File: config.mk
export PLATFORM = sky130hd
export DESIGN_NAME = cyt_rdma_hls_deadlock_monitor_param
export DESIGN_NICKNAME = d
export VERILOG_FILES = /design/src/rtl/cyt_rdma_hls_deadlock_monitor_param.sv
export SDC_FILE = /design/constraint.sdc
export NUM_CORES = 1
export LEC_CHECK = 0
export ABC_CLOCK_PERIOD_IN_PS = 2200
export CAP_MARGIN = 20
export CORE_MARGIN = 2
export CORE_UTILIZATION = 35
export DETAILED_ROUTE_END_ITERATION = 7
export HOLD_SLACK_MARGIN = 0.03
export PLACE_DENSITY = 0.57
export SETUP_SLACK_MARGIN = 0.1
export SYNTH_ARGS = -nofsm -noshare
export SYNTH_HDL_FRONTEND = slang
export SYNTH_SLANG_ARGS = --single-unit
File: constraint.sdc
create_clock -name clock -period 2.2 [get_ports clock]
set_input_delay 0.33 -clock clock [delete_from_list [all_inputs] [get_ports clock]]
set_output_delay 0.33 -clock clock [all_outputs]
set_load 0.03 [all_outputs]
File: src/rtl/cyt_rdma_hls_deadlock_monitor_param.sv
// rtl/cyt_rdma_hls_deadlock_monitor_param.sv - hierarchical AXIS stall deadlock monitor
// Declares a block after THRESHOLD consecutive stalled cycles and records detection history.
module cyt_rdma_hls_deadlock_monitor_param #(
  parameter int                           NUM_AXIS  = 12,
  parameter int                           NUM_SUB   = 2,
  parameter logic [NUM_AXIS-1:0]          CUR_MASK  = 12'h070,
  parameter logic [NUM_SUB*NUM_AXIS-1:0]  SUB_MASK  = {12'h600, 12'h180},
  parameter int                           THRESHOLD = 1,
  parameter int                           EVT_W     = 16,
  localparam int                          IDX_W     = (NUM_AXIS > 1) ? $clog2(NUM_AXIS) : 1
) (
  input  logic                clock,
  input  logic                reset,
  input  logic [NUM_AXIS-1:0] axis_block_sigs,
  input  logic [NUM_SUB-1:0]  sub_block,
  input  logic                clear,
  output logic                block,
  output logic                block_sticky,
  output logic                detect_pulse,
  output logic [IDX_W-1:0]    first_idx,
  output logic                first_valid,
  output logic [EVT_W-1:0]    event_count
);

  localparam logic [1:0] S_IDLE     = 2'd0;
  localparam logic [1:0] S_COUNTING = 2'd1;
  localparam logic [1:0] S_DETECTED = 2'd2;

  localparam logic [8:0]       TH9     = 9'(THRESHOLD);
  localparam logic [EVT_W-1:0] EVT_MAX = '1;

  logic [1:0]          state, state_nxt;
  logic [7:0]          cnt, cnt_nxt;
  logic [NUM_AXIS-1:0] contrib;
  logic                seq_block;
  logic [IDX_W-1:0]    low_idx;
  logic                enter_det;
  logic [EVT_W-1:0]    evt_base;
  logic                valid_base;

  // A child's AXIS bits only count while that child itself reports a block.
  always_comb begin
    contrib = axis_block_sigs & CUR_MASK;
    for (int i = 0; i < NUM_SUB; i++) begin
      if (sub_block[i]) begin
        contrib = contrib | (axis_block_sigs & SUB_MASK[i*NUM_AXIS +: NUM_AXIS]);
      end
    end
  end

  assign seq_block = |contrib;

  always_comb begin
    low_idx = '0;
    for (int b = NUM_AXIS - 1; b >= 0; b--) begin
      if (contrib[b]) begin
        low_idx = IDX_W'(b);
      end
    end
  end

  always_comb begin
    state_nxt = state;
    cnt_nxt   = cnt;
    case (state)
      S_IDLE: begin
        if (!seq_block) begin
          cnt_nxt = 8'd0;
        end else if (THRESHOLD <= 1) begin
          state_nxt = S_DETECTED;
        end else begin
          state_nxt = S_COUNTING;
          cnt_nxt   = 8'd1;
        end
      end
      S_COUNTING: begin
        if (!seq_block) begin
          state_nxt = S_IDLE;
          cnt_nxt   = 8'd0;
        end else if ({1'b0, cnt} + 9'd1 == TH9) begin
          state_nxt = S_DETECTED;
        end else begin
          cnt_nxt = cnt + 8'd1;
        end
      end
      S_DETECTED: begin
        if (!seq_block) begin
          state_nxt = S_IDLE;
          cnt_nxt   = 8'd0;
        end
      end
      default: begin
        state_nxt = S_IDLE;
        cnt_nxt   = 8'd0;
      end
    endcase
  end

  assign enter_det = (state_nxt == S_DETECTED) && (state != S_DETECTED);

  // Clear takes effect first so a coincident entry is recorded on fresh history.
  assign evt_base   = clear ? '0 : event_count;
  assign valid_base = clear ? 1'b0 : first_valid;

  always_ff @(posedge clock) begin
    if (reset) begin
      state        <= S_IDLE;
      cnt          <= 8'd0;
      block        <= 1'b0;
      block_sticky <= 1'b0;
      detect_pulse <= 1'b0;
      first_idx    <= '0;
      first_valid  <= 1'b0;
      event_count  <= '0;
    end else begin
      state        <= state_nxt;
      cnt          <= cnt_nxt;
      block        <= (state_nxt == S_DETECTED);
      detect_pulse <= enter_det;
      block_sticky <= enter_det | (block_sticky & ~clear);
      if (enter_det && evt_base != EVT_MAX) begin
        event_count <= evt_base + EVT_W'(1);
      end else begin
        event_count <= evt_base;
      end
      if (enter_det && !valid_base) begin
        first_idx   <= low_idx;
        first_valid <= 1'b1;
      end else begin
        first_idx   <= clear ? '0 : first_idx;
        first_valid <= valid_base;
      end
    end
  end

endmodule

Yosys cells after proc, flatten, opt, wreduce, memory -nomap -nowiden
Index checks and enable logic that the tools add are counted.
{"block": "word_totals", "regBits": 34, "output_inout_bits": 24, "memories": 0, "word_cells": 62, "rom_bits": 0, "latchBits": 0, "mem_bits_rw": 0, "in_bits": 17}
{"block": "op_classes", "div_mod_pow": 0, "order_cmp": 0, "reduce_logical": 9, "shift": 0, "add_sub_neg": 3, "n_bitwise": 5, "eq_ne": 8, "mul": 0, "muxes": 29}
{"cell": "4-bit two-way mux", "count": 14}
{"cell": "16-bit two-way mux", "count": 2}
{"cell": "12-bit two-way mux", "count": 2}
{"cell": "8-bit two-way mux", "count": 3}
{"cell": "16-bit by 1-bit adder with 16-bit output, second input constant", "count": 1}
{"cell": "16-bit != test, second input constant", "count": 1}
{"cell": "8-bit case mux with 2 select lines", "count": 1}
{"cell": "12-bit by 11-bit OR with 12-bit output", "count": 1}
{"cell": "12-bit OR reduction", "count": 1}
{"cell": "8-bit by 1-bit adder with 9-bit output, second input constant", "count": 1}
{"cell": "9-bit by 1-bit equality test with 1-bit output, second input constant", "count": 1}
{"cell": "7-bit by 9-bit OR with 9-bit output", "count": 1}
{"cell": "8-bit by 1-bit adder with 8-bit output, second input constant", "count": 1}
{"cell": "2-bit two-way mux", "count": 4}
{"cell": "2-bit case mux with 3 select lines", "count": 1}
{"cell": "2-bit equality test, second input constant", "count": 2}
{"cell": "2-bit != test, second input constant", "count": 2}
{"cell": "1-bit logical AND", "count": 3}
{"cell": "3-bit != test, second input constant", "count": 1}
{"cell": "2-bit by 1-bit equality test with 1-bit output, second input constant", "count": 1}
{"cell": "2-bit zero test", "count": 1}
{"cell": "1-bit two-way mux", "count": 2}
{"cell": "2-bit AND reduction", "count": 1}
{"cell": "2-bit nonzero test", "count": 1}
{"cell": "other kinds (5)", "count": 5}

Logic depth before layout (Yosys ltp)
Gate-level depths: netlist of the first run.
{"block": "logic_depth", "word_depth": 17, "ltp_mapped": 10, "mapped_depth_nobuf": 8}

Least setup slack after synthesis of the first run
Ideal clock, no wire load.
{"block": "synth_timing", "path_type": "reg-to-reg", "from": "reg cnt[0]", "to": "reg first_idx[2]", "t_required_ns": 2.067, "t_arrival_ns": 2.124, "stages_incl_launch_ff": 11, "n_path_buf": 2, "setup_ns": 0.133, "path_slack_ns": -0.057, "synth_period_minus_slack_ns": 2.257, "cell_sequence": "dfxtp_1 inv_1 ha_1 or4b_1 or3_4 nand3_2 nand3_4 buf_6 clkbuf_1 nor2_1 o32ai_1"}
{"block": "synth_between", "elab_chain_cells": 9, "elab_cells_between_ends": 10, "cone_classes": "1 x add/sub; 2 x eq/ne; 4 x mux; 3 x reduce/logical"}
{"item": "from (decl)", "line_no": "33", "text": "logic [7:0] cnt, cnt_nxt;"}
{"item": "from (signal assigned)", "line_no": "117", "text": "cnt <= cnt_nxt;"}
{"item": "8-bit by 1-bit adder with 9-bit output *", "line_no": "80", "text": "end else if ({1'b0, cnt} + 9'd1 == TH9) begin"}
{"item": "9-bit by 1-bit equality test with 1-bit output *", "line_no": "80"}
{"item": "2-bit two-way mux *", "line_no": "80"}
{"item": "2-bit two-way mux *", "line_no": "77", "text": "if (!seq_block) begin"}
{"item": "2-bit case mux with 3 select lines *", "line_no": "65", "text": "case (state)"}
{"item": "2-bit equality test *", "line_no": "99", "text": "assign enter_det = (state_nxt == S_DETECTED) && (state != S_DETECTED);"}
{"item": "1-bit logical AND *", "line_no": "99"}
{"item": "1-bit logical AND *", "line_no": "126", "text": "if (enter_det && !valid_base) begin"}
{"item": "4-bit two-way mux or 2-bit nonzero test (tied branches)"}
{"item": "to (signal assigned)", "line_no": "127", "text": "first_idx <= low_idx;"}
{"item": "to (signal assigned)", "line_no": "130", "text": "first_idx <= clear ? '0 : first_idx;"}
{"item": "to (decl)", "line_no": "20", "text": "output logic [IDX_W-1:0] first_idx,"}
Mark *: on every way between the ends. The rest lies on a longest branch, timed or not.
A chain may end at the register's enable or synchronous reset.

Worst setup path after layout of the first run
{"block": "layout_timing", "from": "reg cnt[0]", "to": "reg event_count[11]"}
{"block": "layout_between", "elab_chain_cells": 9}
{"item": "8-bit by 1-bit adder with 9-bit output", "line_no": "80"}
{"item": "9-bit by 1-bit equality test with 1-bit output", "line_no": "80"}
{"item": "2-bit two-way mux", "line_no": "80"}
{"item": "2-bit two-way mux", "line_no": "77"}
{"item": "2-bit case mux with 3 select lines", "line_no": "65"}
{"item": "2-bit equality test", "line_no": "99"}
{"item": "1-bit logical AND", "line_no": "99"}
{"item": "1-bit logical AND", "line_no": "121", "text": "if (enter_det && evt_base != EVT_MAX) begin"}
{"item": "16-bit two-way mux", "line_no": "121"}
{"item": "to (signal assigned)", "line_no": "122", "text": "event_count <= evt_base + EVT_W'(1);"}
{"item": "to (signal assigned)", "line_no": "124", "text": "event_count <= evt_base;"}
{"item": "to (decl)", "line_no": "22", "text": "output logic [EVT_W-1:0] event_count"}
No other way between the ends.

==> results of run 1 <==
[layout make-up]
type / instances / share of cell area [%]
clock inverters: 1 / 0.1619
inverters: 8 / 0.9717
clock buffers: 7 / 2.794
repair buffers: 98 / 28.02
multi-input cells: 177 / 43.04
well taps: 70 / 2.834
flip-flops and latches: 34 / 22.19
[per-stage QoR]
step | std cells | worst slack [ps] | TNS (ps) | instance area [µm²]
CTS | 394 | -166.0 | -1844 | 3005
detailed placement | 374 | -236.1 | -3396 | 2690
global placement | 374 | -203.3 | -2806 | 2690
floorplan | 222 | -29.95 | -29.95 | 1894
finish | 395 | -128.4 | -1634 | 3090
global route | 395 | -219.0 | -3894 | 3090
[path summary, 6_finish.rpt]
path / from / endpoint / slack (ps) / depth (start not counted)
setup reg to reg: cnt[0] / event_count[11] / -130 / 8
hold / removal: block_sticky / block_sticky / 480 / 2
hold reg to reg: block_sticky / block_sticky / 480 / 2
setup / recovery: cnt[0] / event_count[11] / -130 / 8
[flip-flops by register name, summed over array words and instances (netlist names)]
| name | count |
|---|---|
| block | 1 |
| block_sticky | 1 |
| cnt | 8 |
| detect_pulse | 1 |
| event_count | 16 |
| first_idx | 4 |
| first_valid | 1 |
| state | 2 |
[synthesized netlist by cell type (2+ instances only)]
cell type,n,area [µm²]
sky130_fd_sc_hd__inv_1,8,30.03
sky130_fd_sc_hd__and3_1,6,37.54
sky130_fd_sc_hd__o31ai_1,5,37.54
sky130_fd_sc_hd__clkbuf_1,3,11.26
sky130_fd_sc_hd__o21ba_2,2,20.02
sky130_fd_sc_hd__nor4_1,2,12.51
sky130_fd_sc_hd__o22ai_1,2,12.51
sky130_fd_sc_hd__buf_1,2,7.510
sky130_fd_sc_hd__nand3b_1,3,22.52
sky130_fd_sc_hd__nor3b_1,3,22.52
sky130_fd_sc_hd__nor2b_1,5,31.28
sky130_fd_sc_hd__o21ai_0,12,60.06
sky130_fd_sc_hd__or4_1,6,45.04
sky130_fd_sc_hd__dfxtp_1,34,680.7
sky130_fd_sc_hd__nor3_1,4,20.02
sky130_fd_sc_hd__nor2_1,12,45.04
sky130_fd_sc_hd__nand4b_1,4,35.03
sky130_fd_sc_hd__nor4b_1,2,17.52
sky130_fd_sc_hd__o21ai_1,4,20.02
sky130_fd_sc_hd__ha_1,3,37.54
sky130_fd_sc_hd__a2111o_1,2,22.52
sky130_fd_sc_hd__nand4_1,3,18.77
sky130_fd_sc_hd__and2_1,2,12.51
sky130_fd_sc_hd__a21oi_1,22,110.1
sky130_fd_sc_hd__or3_1,5,31.28
sky130_fd_sc_hd__nand2_1,25,93.84
sky130_fd_sc_hd__nand3_1,11,55.05
[metal layers]
metal | vias up | routed length (µm) | GRT usage (%)
met5 | - | 0 | 0
met4 | 0 | 72 | 6.545
met3 | 7 | 303 | 4.502
met2 | 54 | 2616 | 30.97
met1 | 1015 | 2496 | 25.92
li1 | 1051 | - | -
[timing repair]
item	CTS	global route
pin swaps	21	7
endpoints found under the setup margin	30	31
resized for setup	28	18
gates cloned	3	0
buffers inserted	9	1
[power groups by stage]
stage	Combinational [mW]	Sequential [mW]	Clock [mW]
after floorplan	0.0640	0.668	0
after global placement	0.176	0.648	0
after detailed placement	0.177	0.648	0
after CTS	0.214	0.634	0.503
after global routing	0.239	0.636	0.532
final	0.223	0.635	0.488
[cells in the final DEF (no fill, tap or decap), types with 3 or more instances in the layout]
master                            instances
sky130_fd_sc_hd__o21ai_0                  7
sky130_fd_sc_hd__o31ai_1                  5
sky130_fd_sc_hd__dfxtp_1                 32
sky130_fd_sc_hd__nand4b_1                 4
sky130_fd_sc_hd__a21oi_2                  9
sky130_fd_sc_hd__o21ai_2                  4
sky130_fd_sc_hd__or4_1                    5
sky130_fd_sc_hd__or3_4                    3
sky130_fd_sc_hd__nand3b_1                 3
sky130_fd_sc_hd__clkbuf_8                 6
sky130_fd_sc_hd__nor2_1                  11
sky130_fd_sc_hd__nand3_1                 10
sky130_fd_sc_hd__nor3_1                   3
sky130_fd_sc_hd__a21oi_1                 13
sky130_fd_sc_hd__buf_4                   54
sky130_fd_sc_hd__or3_1                    3
sky130_fd_sc_hd__clkdlybuf4s50_1         35
sky130_fd_sc_hd__nand2_1                 23
sky130_fd_sc_hd__nor2b_1                  5
sky130_fd_sc_hd__buf_6                    8
sky130_fd_sc_hd__nand3_4                  4
sky130_fd_sc_hd__and3_1                   5
sky130_fd_sc_hd__nand4_1                  3
sky130_fd_sc_hd__inv_1                    6
sky130_fd_sc_hd__o21ai_1                  4
sky130_fd_sc_hd__nor3b_1                  3
[cell families (layout without fill, tap and decap cells)]
kind of cell	after synthesis	in the layout	share of synthesized area [%]
adder cells (fa/ha/maj)	3	3	2.041
XOR/XNOR	1	1	0.4763
flip-flops	34	34	37.01
multiplexers	1	1	0.5442
AO/OA/AOI/OAI	66	66	23.95
buffers and inverters	14	114	3.265
AND/OR/NAND/NOR	103	106	32.72
[worst register-to-register path: stages (launching register included)]
cell                      delay [ps]
sky130_fd_sc_hd__dfxtp_4         340
sky130_fd_sc_hd__inv_2            60
sky130_fd_sc_hd__ha_4            120
sky130_fd_sc_hd__or4b_4          440
sky130_fd_sc_hd__or3_4           400
sky130_fd_sc_hd__nand3_4         120
sky130_fd_sc_hd__nand3_4         120
sky130_fd_sc_hd__or4_4           550
sky130_fd_sc_hd__a21oi_2         120
==> Flow_metrics.wiki, run 1 <==
{| class="wikitable"
! Metric !! Value
|-
| CTS tree || yes
|-
| Max Transition Viols Final || 0
|-
| Total power after layout || approximately 1.3 mW
|-
| Die X-Extent || ~76 µm
|-
| Post-detailed-route via-to-cell ratio || 5.385
|-
| Global-route wire length before repair || 9259 µm
|-
| Max stage delay cell, worst path || sky130_fd_sc_hd__or4_4
|-
| Number of enable-type register cells in the synthesized netlist || 0
|-
| Combinational cell fraction of total power || between 15 and 20%
|-
| Longest individual stage delay on the worst path || about 550 ps
|-
| Filler cell count in the final layout || 468
|-
| Overall track demand over capacity in global routing || between 15 and 20%
|-
| Count of standard-cell rows || 26
|-
| Number of buffers created by CTS || 5
|-
| Core outline area || between 0.005 and 0.006 mm²
|-
| Post-Route Utilization || between 60% and 70%
|-
| Max-capacitance violation count || 0
|-
| Detailed Route Iter0 Violations || about 150
|-
| Via count of the first global-routing pass || just under 2k
|-
| Count of inserted antenna diode cells || 0
|-
| Remaining antenna violation count || 0
|-
| Die height || about 76 µm
|-
| Clock Tree Root || sky130_fd_sc_hd__clkbuf_8
|-
| Final clock period utilization by the worst path || 105.8%
|-
| Final critical delay including setup and external delays || roughly 2300 ps
|-
| Flop and latch count out of synthesis || 34
|-
| Total congestion overflow || 0
|-
| Result of the run || complete, but fails checks
|-
| # nets final || around 340
|-
| Peak clock frequency supported by timing || ~430 MHz
|-
| Number of clock sinks seen by CTS || 34
|-
| Headroom to the max-slew limit || 57.56%
|-
| Violations in the final reports || setup timing
|-
| CP Data Arrival Time || between 2000 and 3000 ps
|-
| Tightest Pin Transition || roughly 630 ps
|-
| Sequential area share after synthesis || ~37%
|-
| Worst-path maximum fanout || 5
|-
| Multi-input gate area in the final layout || roughly 0.0013 mm²
|-
| Initial standard-cell utilization of the core || ~36%
|-
| Yosys cell types || between 50 and 60
|-
| Library cell appearing most often on the critical path || sky130_fd_sc_hd__nand3_4
|-
| I/O Pins || 41
|-
| Area taken by flip-flops and latches || 685.7 µm²
|-
| Post-Synthesis Net Count || 242
|-
| Switching Share || between 20% and 30%
|-
| Proportion of register bits with asynchronous set or reset after synthesis || 0%
|-
| Startpoint class of the critical path || flip-flop
|-
| Buffer and inverter count on the worst path || 1
|-
| Maximum number of pins on one net before global-route repair || 18
|-
| Cells along the critical path || inv_2, ha_4, or4b_4, or3_4, nand3_4, nand3_4, or4_4, a21oi_2
|-
| Share of cells above drive strength 1 || a little over a third
|-
| Worst hold-check slack || between 400 and 500 ps
|-
| DP HPWL || between 3000 and 4000 µm
|-
| Psw || approximately 0.35 mW
|-
| Number of antenna violations at the first check in global routing || 0
|-
| Setup skew after layout || slightly below 4 ps
|-
| Syn Inst Count || 222
|-
| Clock share of power || approximately 36%
|-
| Vias || about 2.1k
|-
| Unrepaired setup endpoints after global routing || yes
|-
| Routability-driven placement congestion ratio || just under 0.9
|-
| Power per unit of standard cell area || 435.7 mW/mm²
|-
| Yosys warns || 0
|-
| Synthesized cell area || around 0.0018 mm²
|-
| Synth-to-layout area growth || 68.03%
|-
| Count of TritonRoute iterations in the first routing pass || 4
|-
| Worst ir drop on vdd || 0.2867 mV
|-
| Critical Path End Type || flip-flop
|-
| Most instantiated flip-flop cell in the synthesis netlist || sky130_fd_sc_hd__dfxtp_1
|-
| # DRC || 0
|-
| Die ar. || slightly below 0.006 mm²
|-
| Port Buffers || 35
|-
| Design internal power || between 0.9 and 1 mW
|-
| Average routed wire per standard cell || between 10 and 15 µm
|-
| Mean instance size in the synthesized netlist || about 8.3 µm²
|-
| Crit Path Class || flip-flop to flip-flop
|-
| LEAKAGE || around 1.2 nW
|-
| Cell class contributing the biggest share of worst-path delay || simple AND/OR/NAND/NOR gates
|-
| Final Hold Viols || 0
|-
| Clock insertion delay at the later pin of the skew report || around 290 ps
|-
| Slack of the critical path || -128.4 ps
|-
| Clock transition at the registers of the reported paths || 70 ps
|-
| Final-report setup violation count || 25
|-
| Max Root-Sink Buffers || 2
|-
| Part of the power in registers || between 40 and 50%
|-
| Hold-fix buffers at CTS || 0
|-
| Required time of the worst setup path || approximately 2400 ps
|-
| Routed wire length || about 5500 µm
|-
| H-tree depth reported by CTS || 2
|-
| Worst min-delay path class || flip-flop to flip-flop
|}
Note: power is estimated with default switching activity, not from simulation.
==> run 2, diff against run 1 <==
--- a/config.mk
+++ b/config.mk
@@ -13,6 +13,8 @@
 export HOLD_SLACK_MARGIN = 0.03
 export PLACE_DENSITY = 0.57
 export SETUP_SLACK_MARGIN = 0.1
+export SLEW_MARGIN = 5
 export SYNTH_ARGS = -nofsm -noshare
 export SYNTH_HDL_FRONTEND = slang
 export SYNTH_SLANG_ARGS = --single-unit
+export TNS_END_PERCENT = 10
==> run 2 against run 1 <==
Effect of this change:
- the run still ends with setup timing left
- global-route usage shrank 1.5 points
- critical path depth is the same
- fmax shrank 0.90%
- combinational power shrank 13%
- non-clock buffer count shrank 14
- cell area shrank 9.1%
- cell count shrank 4.1%
- total power shrank 4.7%
- worst hold slack lost 4.8 ps
- clock-buffer cell count shrank 1
- core utilization shrank 5.5 points
- clock skew grew 5.3 ps
- critical endpoint is now event_count[9]
==> Flow_metrics.wiki, run 2 (synthesized netlist as in run 1, its figures left out) <==
{| class="wikitable"
! Metric !! Value
|-
| Result of the run || complete, but fails checks
|-
| Violations in the final reports || setup timing
|-
| CP Data Arrival Time || approximately 2600 ps
|-
| Die height || around 76 µm
|-
| Switching Share || about a quarter
|-
| Clock transition at the registers of the reported paths || approximately 80 ps
|-
| LEAKAGE || ~1 nW
|-
| Post-placement worst setup slack || -238.0 ps
|-
| Die ar. || between 0.005 and 0.006 mm²
|-
| Post-Route Utilization || 55.35%
|-
| Global routing usage on met2 || slightly below 30%
|-
| Startpoint class of the critical path || flip-flop
|-
| Detailed Route Iter0 Violations || between 100 and 150
|-
| Vias || 2,007
|-
| Final clock period utilization by the worst path || 106.8%
|-
| Met1 usage in global routing || approximately 23%
|-
| Initial standard-cell utilization of the core || between 30% and 40%
|-
| Count of inserted antenna diode cells || 0
|-
| Routability-driven placement congestion ratio || approximately 0.86
|-
| Overall track demand over capacity in global routing || approximately 18%
|-
| Number of buffers created by CTS || 5
|-
| Count of TritonRoute iterations in the first routing pass || 4
|-
| Number of clock sinks seen by CTS || 34
|-
| Register name with the most flops || event_count
|-
| DP HPWL || 3642 µm
|-
| Hold-fix buffers at CTS || 0
|-
| Clock share of power || between 30% and 40%
|-
| Worst-path maximum fanout || 7
|-
| Remaining antenna violation count || 0
|-
| Max FFs per register || 16
|-
| Worst min-delay path class || flip-flop to flip-flop
|-
| Leading cell type in the layout, fill and taps excluded || sky130_fd_sc_hd__buf_4
|-
| Via count of the first global-routing pass || 1,920
|-
| Share of cells above drive strength 1 || around a quarter
|-
| Average routed wire per standard cell || between 10 and 15 µm
|-
| Crit Path Class || flip-flop to flip-flop
|-
| Cell class contributing the biggest share of worst-path delay || simple AND/OR/NAND/NOR gates
|-
| Max Root-Sink Buffers || 2
|-
| Total congestion overflow || 0
|-
| Final-report setup violation count || 24
|-
| Unrepaired setup endpoints after global routing || yes
|-
| Worst hold-check slack || approximately 470 ps
|-
| Post-detailed-route via-to-cell ratio || around 5.3
|-
| Max Transition Viols Final || 0
|-
| Slack of the critical path || -149.5 ps
|-
| Clock Tree Root || sky130_fd_sc_hd__clkbuf_8
|-
| Design internal power || 0.9453 mW
|-
| Cells along the critical path || inv_2, ha_4, or4b_4, or3_4, nand3_4, nand3_4, or4_1, a21oi_1
|-
| Core outline area || around 0.005 mm²
|-
| Part of the power in registers || about half
|-
| Combinational cell fraction of total power || 15.1%
|-
| CTS tree || yes
|-
| Count of standard-cell rows || 26
|-
| Clock insertion delay at the later pin of the skew report || just under 300 ps
|-
| Longest individual stage delay on the worst path || around 500 ps
|-
| Required time of the worst setup path || between 2000 and 2500 ps
|-
| Headroom to the max-slew limit || between 50 and 60%
|-
| H-tree depth reported by CTS || 2
|-
| # DRC || 0
|-
| I/O Pins || a little over 40
|-
| Met3 usage || under 10%
|-
| Tightest Pin Transition || approximately 620 ps
|-
| Peak clock frequency supported by timing || ~430 MHz
|-
| Commonest cells after routing, fill and taps aside || sky130_fd_sc_hd__buf_4, sky130_fd_sc_hd__clkdlybuf4s50_1, sky130_fd_sc_hd__dfxtp_1
|-
| Critical Path End Type || flip-flop
|-
| Number of antenna violations at the first check in global routing || 0
|-
| Power per unit of standard cell area || approximately 460 mW/mm²
|-
| Setup skew after layout || 9.198 ps
|-
| Max-capacitance violation count || 0
|-
| Max stage delay cell, worst path || sky130_fd_sc_hd__or4_1
|-
| Synth-to-layout area growth || 52.72%
|-
| Library cell appearing most often on the critical path || sky130_fd_sc_hd__nand3_4
|-
| Maximum number of pins on one net before global-route repair || 21
|-
| Total power after layout || between 1 and 1.5 mW
|-
| Buffer and inverter count on the worst path || 1
|-
| Global-route wire length before repair || about 8600 µm
|-
| Worst ir drop on vdd || 0.2752 mV
|-
| Register-to-register setup slack || -150 ps
|-
| Leading registers by flop count || event_count (16), cnt (8), first_idx (4)
|-
| Global routing's busiest layer || met2
|-
| Die X-Extent || 76.49 µm
|-
| Routed wire length || approximately 5000 µm
|-
| Final Hold Viols || 0
|-
| # nets final || 328
|-
| Port Buffers || 35
|-
| Final critical delay including setup and external delays || 2350 ps
|-
| Psw || approximately 0.34 mW
|}
-- run 2: changes by cell type in the layout (fill, tap and decap cells not counted), sizes merged --
| cell | before | now |
|---|---|---|
| buf | 63 | 49 |
| clkbuf | 7 | 6 |
| clkinv | 1 | 2 |
| nand3 | 16 | 14 |
-- run 2: final cells by class --
class,instances,area [µm²]
repair buffers,84,745.7
clock buffers,6,72.57
inverters,8,30.03
fillers,521,2266
well taps,70,87.58
clock inverters,2,10.01
multi-input cells,175,1177
flip-flops and latches,34,685.7
-- run 2: timing repair --
item                                    4_1_cts  5_1_grt
gates cloned                                  1        0
setup buffers                                 3        0
pin swaps                                    16        2
endpoints found under the setup margin       29       31
gates resized for setup                       9        3
-- run 2: through the flow --
stage	setup TNS, ps	area [µm²]	instances
CTS	-2244	2796	379
detailed placement	-3019	2638	367
floorplan	-42.42	1888	222
finish	-1838	2809	379
global route	-4543	2809	379
global placement	-2689	2638	367
-- run 2: worst paths after layout --
check / endpoint / cells after the start / start
max: event_count[9] / 8 / cnt[0]
min: first_idx[3] / 2 / first_idx[3]
max reg2reg: event_count[9] / 8 / cnt[0]
min reg2reg: first_idx[3] / 2 / first_idx[3]
-- run 2: metal layers --
layer	vias up	wire [µm]
li1	1017	-
met1	922	2344
met2	61	2290
met3	7	271
met4	0	65
met5	-	0
-- run 2: worst min-delay path: stages, from the launching register on --
cell                      delay [ps]
sky130_fd_sc_hd__dfxtp_1         310
sky130_fd_sc_hd__nand2_1          50
sky130_fd_sc_hd__o22ai_1          60
-- run 2: power groups by stage --
stage,clock network (mW),registers [mW],logic [mW]
after floorplan,0,0.668,0.0623
after global placement,0,0.648,0.174
after detailed placement,0,0.648,0.175
after CTS,0.476,0.634,0.194
after global routing,0.499,0.635,0.209
final,0.455,0.634,0.194
==> run 3, diff against run 2 <==
--- a/config.mk
+++ b/config.mk
@@ -5,13 +5,13 @@
 export SDC_FILE = /design/constraint.sdc
 export NUM_CORES = 1
 export LEC_CHECK = 0
-export ABC_CLOCK_PERIOD_IN_PS = 2200
+export ABC_CLOCK_PERIOD_IN_PS = 2520
 export CAP_MARGIN = 20
 export CORE_MARGIN = 2
 export CORE_UTILIZATION = 35
 export DETAILED_ROUTE_END_ITERATION = 7
 export HOLD_SLACK_MARGIN = 0.03
-export PLACE_DENSITY = 0.57
+export PLACE_DENSITY = 0.55
 export SETUP_SLACK_MARGIN = 0.1
 export SLEW_MARGIN = 5
 export SYNTH_ARGS = -nofsm -noshare
==> constraint.sdc (replaced) <==
create_clock -name clock -period 2.52 [get_ports clock]
set_input_delay 0.378 -clock clock [delete_from_list [all_inputs] [get_ports clock]]
set_output_delay 0.378 -clock clock [all_outputs]
set_load 0.03 [all_outputs]
==> run 3 against run 2 <==
Effect of this change:
- the run now ends clean
- first-iteration DRC count is 15% lower
- cell count fell by 5.5%
- clock-buffer cell count is 1 higher
- core utilization fell by 3.1 points
- register-to-register slack improved by 270 ps
- fmax is 2.1% lower
- global-route usage shrank 1.8 points
- flip-flop and latch count unchanged
- critical endpoint is now first_idx[2]
- largest cell class unchanged
==> Flow_metrics.wiki, run 3 (synthesized netlist as in run 1, its figures left out) <==
{| class="wikitable"
! Metric !! Value
|-
| Peak clock frequency supported by timing || 416.8 MHz
|-
| Post-placement worst setup slack || -7.020 ps
|-
| Die X-Extent || 76.49 µm
|-
| H-tree depth reported by CTS || 2
|-
| Cells along the critical path || inv_2, ha_4, or4b_1, or3_4, nand3_4, nand3_2, buf_4, nor2_1, o32ai_1
|-
| Post-Layout Inst Area || approximately 0.0027 mm²
|-
| Number of antenna violations at the first check in global routing || 0
|-
| Max FFs per register || 16
|-
| Detailed Route Iter0 Violations || 99
|-
| Clock Tree Root || sky130_fd_sc_hd__clkbuf_8
|-
| Clock transition at the registers of the reported paths || around 70 ps
|-
| Combinational cell fraction of total power || roughly an eighth
|-
| Cell class contributing the biggest share of worst-path delay || simple AND/OR/NAND/NOR gates
|-
| Core outline area || ~0.0051 mm²
|-
| Critical Path End Type || flip-flop
|-
| Initial standard-cell utilization of the core || a little over a third
|-
| Required time of the worst setup path || approximately 2700 ps
|-
| Die height || approximately 76 µm
|-
| Hold-fix buffers at CTS || 0
|-
| Port Buffers || 35
|-
| Final Hold Viols || 0
|-
| Overall track demand over capacity in global routing || 16.12%
|-
| Share of cells above drive strength 1 || between 20% and 30%
|-
| Max Transition Viols Final || 0
|-
| Leading cell type in the layout, fill and taps excluded || sky130_fd_sc_hd__clkdlybuf4s50_1
|-
| Slack of the critical path || 121.0 ps
|-
| Final clock period utilization by the worst path || 95.20%
|-
| Placed Instance Area || about 0.0024 mm²
|-
| # DRC || 0
|-
| Routability-driven placement congestion ratio || 0.8207
|-
| Max stage delay cell, worst path || sky130_fd_sc_hd__or4b_1
|-
| Worst ir drop on vdd || about 0.3 mV
|-
| Average routed wire per standard cell || approximately 14 µm
|-
| Clock share of power || a little under two fifths
|-
| Crit Path Class || flip-flop to flip-flop
|-
| Switching Share || between 20 and 30%
|-
| Max-capacitance violation count || 0
|-
| DP HPWL || between 3000 and 4000 µm
|-
| Register name with the most flops || event_count
|-
| Remaining antenna violation count || 0
|-
| I/O Pins || a little over 40
|-
| CP Data Arrival Time || 2560 ps
|-
| Longest individual stage delay on the worst path || 440 ps
|-
| Final-report setup violation count || 0
|-
| Number of clock sinks seen by CTS || 34
|-
| Buffer and inverter count on the worst path || 2
|-
| Post-detailed-route via-to-cell ratio || 5.455
|-
| Leading registers by flop count || event_count (16), cnt (8), first_idx (4)
|-
| # nets final || 307
|-
| Via count of the first global-routing pass || about 1.7k
|-
| Total congestion overflow || 0
|-
| Part of the power in registers || about half
|-
| Worst-path maximum fanout || 8
|-
| Commonest cells after routing, fill and taps aside || sky130_fd_sc_hd__clkdlybuf4s50_1, sky130_fd_sc_hd__dfxtp_1, sky130_fd_sc_hd__buf_4
|-
| Die ar. || 0.005851 mm²
|-
| Tightest Pin Transition || 590.5 ps
|-
| Number of buffers created by CTS || 5
|-
| Design internal power || between 0.8 and 0.9 mW
|-
| Startpoint class of the critical path || flip-flop
|-
| Psw || ~0.29 mW
|-
| Count of standard-cell rows || 26
|-
| Fin Setup TNS || 0 ps
|-
| Power per unit of standard cell area || roughly 420 mW/mm²
|-
| Vias || about 2.0k
|-
| Setup skew after layout || a little under 7 ps
|-
| Synth-to-layout area growth || 44.15%
|-
| Final critical delay including setup and external delays || between 2000 and 2500 ps
|-
| Routed wire length || just under 5000 µm
|-
| Count of TritonRoute iterations in the first routing pass || 5
|-
| Count of inserted antenna diode cells || 0
|-
| Headroom to the max-slew limit || 60.45%
|-
| LEAKAGE || 0.9424 nW
|-
| CTS tree || yes
|-
| Maximum number of pins on one net before global-route repair || 16
|-
| Clock insertion delay at the later pin of the skew report || slightly below 300 ps
|-
| Global-route wire length before repair || roughly 8000 µm
|-
| Unrepaired setup endpoints after global routing || yes
|-
| Worst min-delay path class || flip-flop to flip-flop
|-
| Max Root-Sink Buffers || 2
|-
| Result of the run || finished clean
|}
[run 3: cell count changes in the layout (fill, tap and decap cells not counted), sizes merged]
cell	change
clkbuf	+1
buf	-21
clkinv	-1
[run 3: timing repair]
action	CTS	global route
buffers inserted	3	4
pin swaps	0	5
gates cloned	0	1
hold endpoints to repair	0	0
setup endpoints to repair	8	22
resized for setup	2	21
[run 3: area by class of cell]
| cell class | instances | area, µm² |
|---|---|---|
| multi-input cells | 175 | 1187 |
| clock inverters | 1 | 5.005 |
| clock buffers | 7 | 86.33 |
| repair buffers | 63 | 564.3 |
| fillers | 505 | 2424 |
| well taps | 70 | 87.58 |
| inverters | 8 | 32.53 |
| flip-flops and latches | 34 | 688.2 |
[run 3: worst paths after layout]
path / cells after the start / slack (ps) / end / startpoint
worst min register to register: 2 / 470 / block_sticky / block_sticky
worst max register to register: 9 / 120 / first_idx[2] / cnt[0]
worst min-delay path: 2 / 470 / block_sticky / block_sticky
worst max-delay path: 9 / 120 / first_idx[2] / cnt[0]
[run 3: routing by layer]
metal  vias to the layer above  GRT usage, %  share of wire (%)
met5                         -             0                  0
met4                         0         5.455                1.2
met3                         6         4.147                5.8
met2                        69         25.58                 45
met1                       902         21.29                 48
li1                        976             -                  -
[run 3: power groups by stage]
stage	combinational, mW	sequential, mW	clock, mW
detailed placement	0.133	0.567	0
global route	0.159	0.554	0.462
CTS	0.140	0.555	0.439
floorplan	0.0515	0.584	0
finish	0.147	0.553	0.424
global placement	0.133	0.567	0
[run 3: tightest hold or removal path, delay by kind of cell, from the launching register on]
kind | cells | cell delay, ps
AO/OA/AOI/OAI | 1 | 60
flip-flops | 1 | 310
AND/OR/NAND/NOR | 1 | 60
[run 3: per-stage QoR]
step                      hold WS (ps)  power (mW)  util [%]  cells
final                            470.2       1.125     52.24    358
after floorplan                  478.6      0.6351         -    222
after global routing             497.1       1.176     52.24    358
after detailed placement         460.0      0.7006     47.39    342
after CTS                        469.9       1.134     50.00    353
after global placement           457.4      0.7003     47.39    342
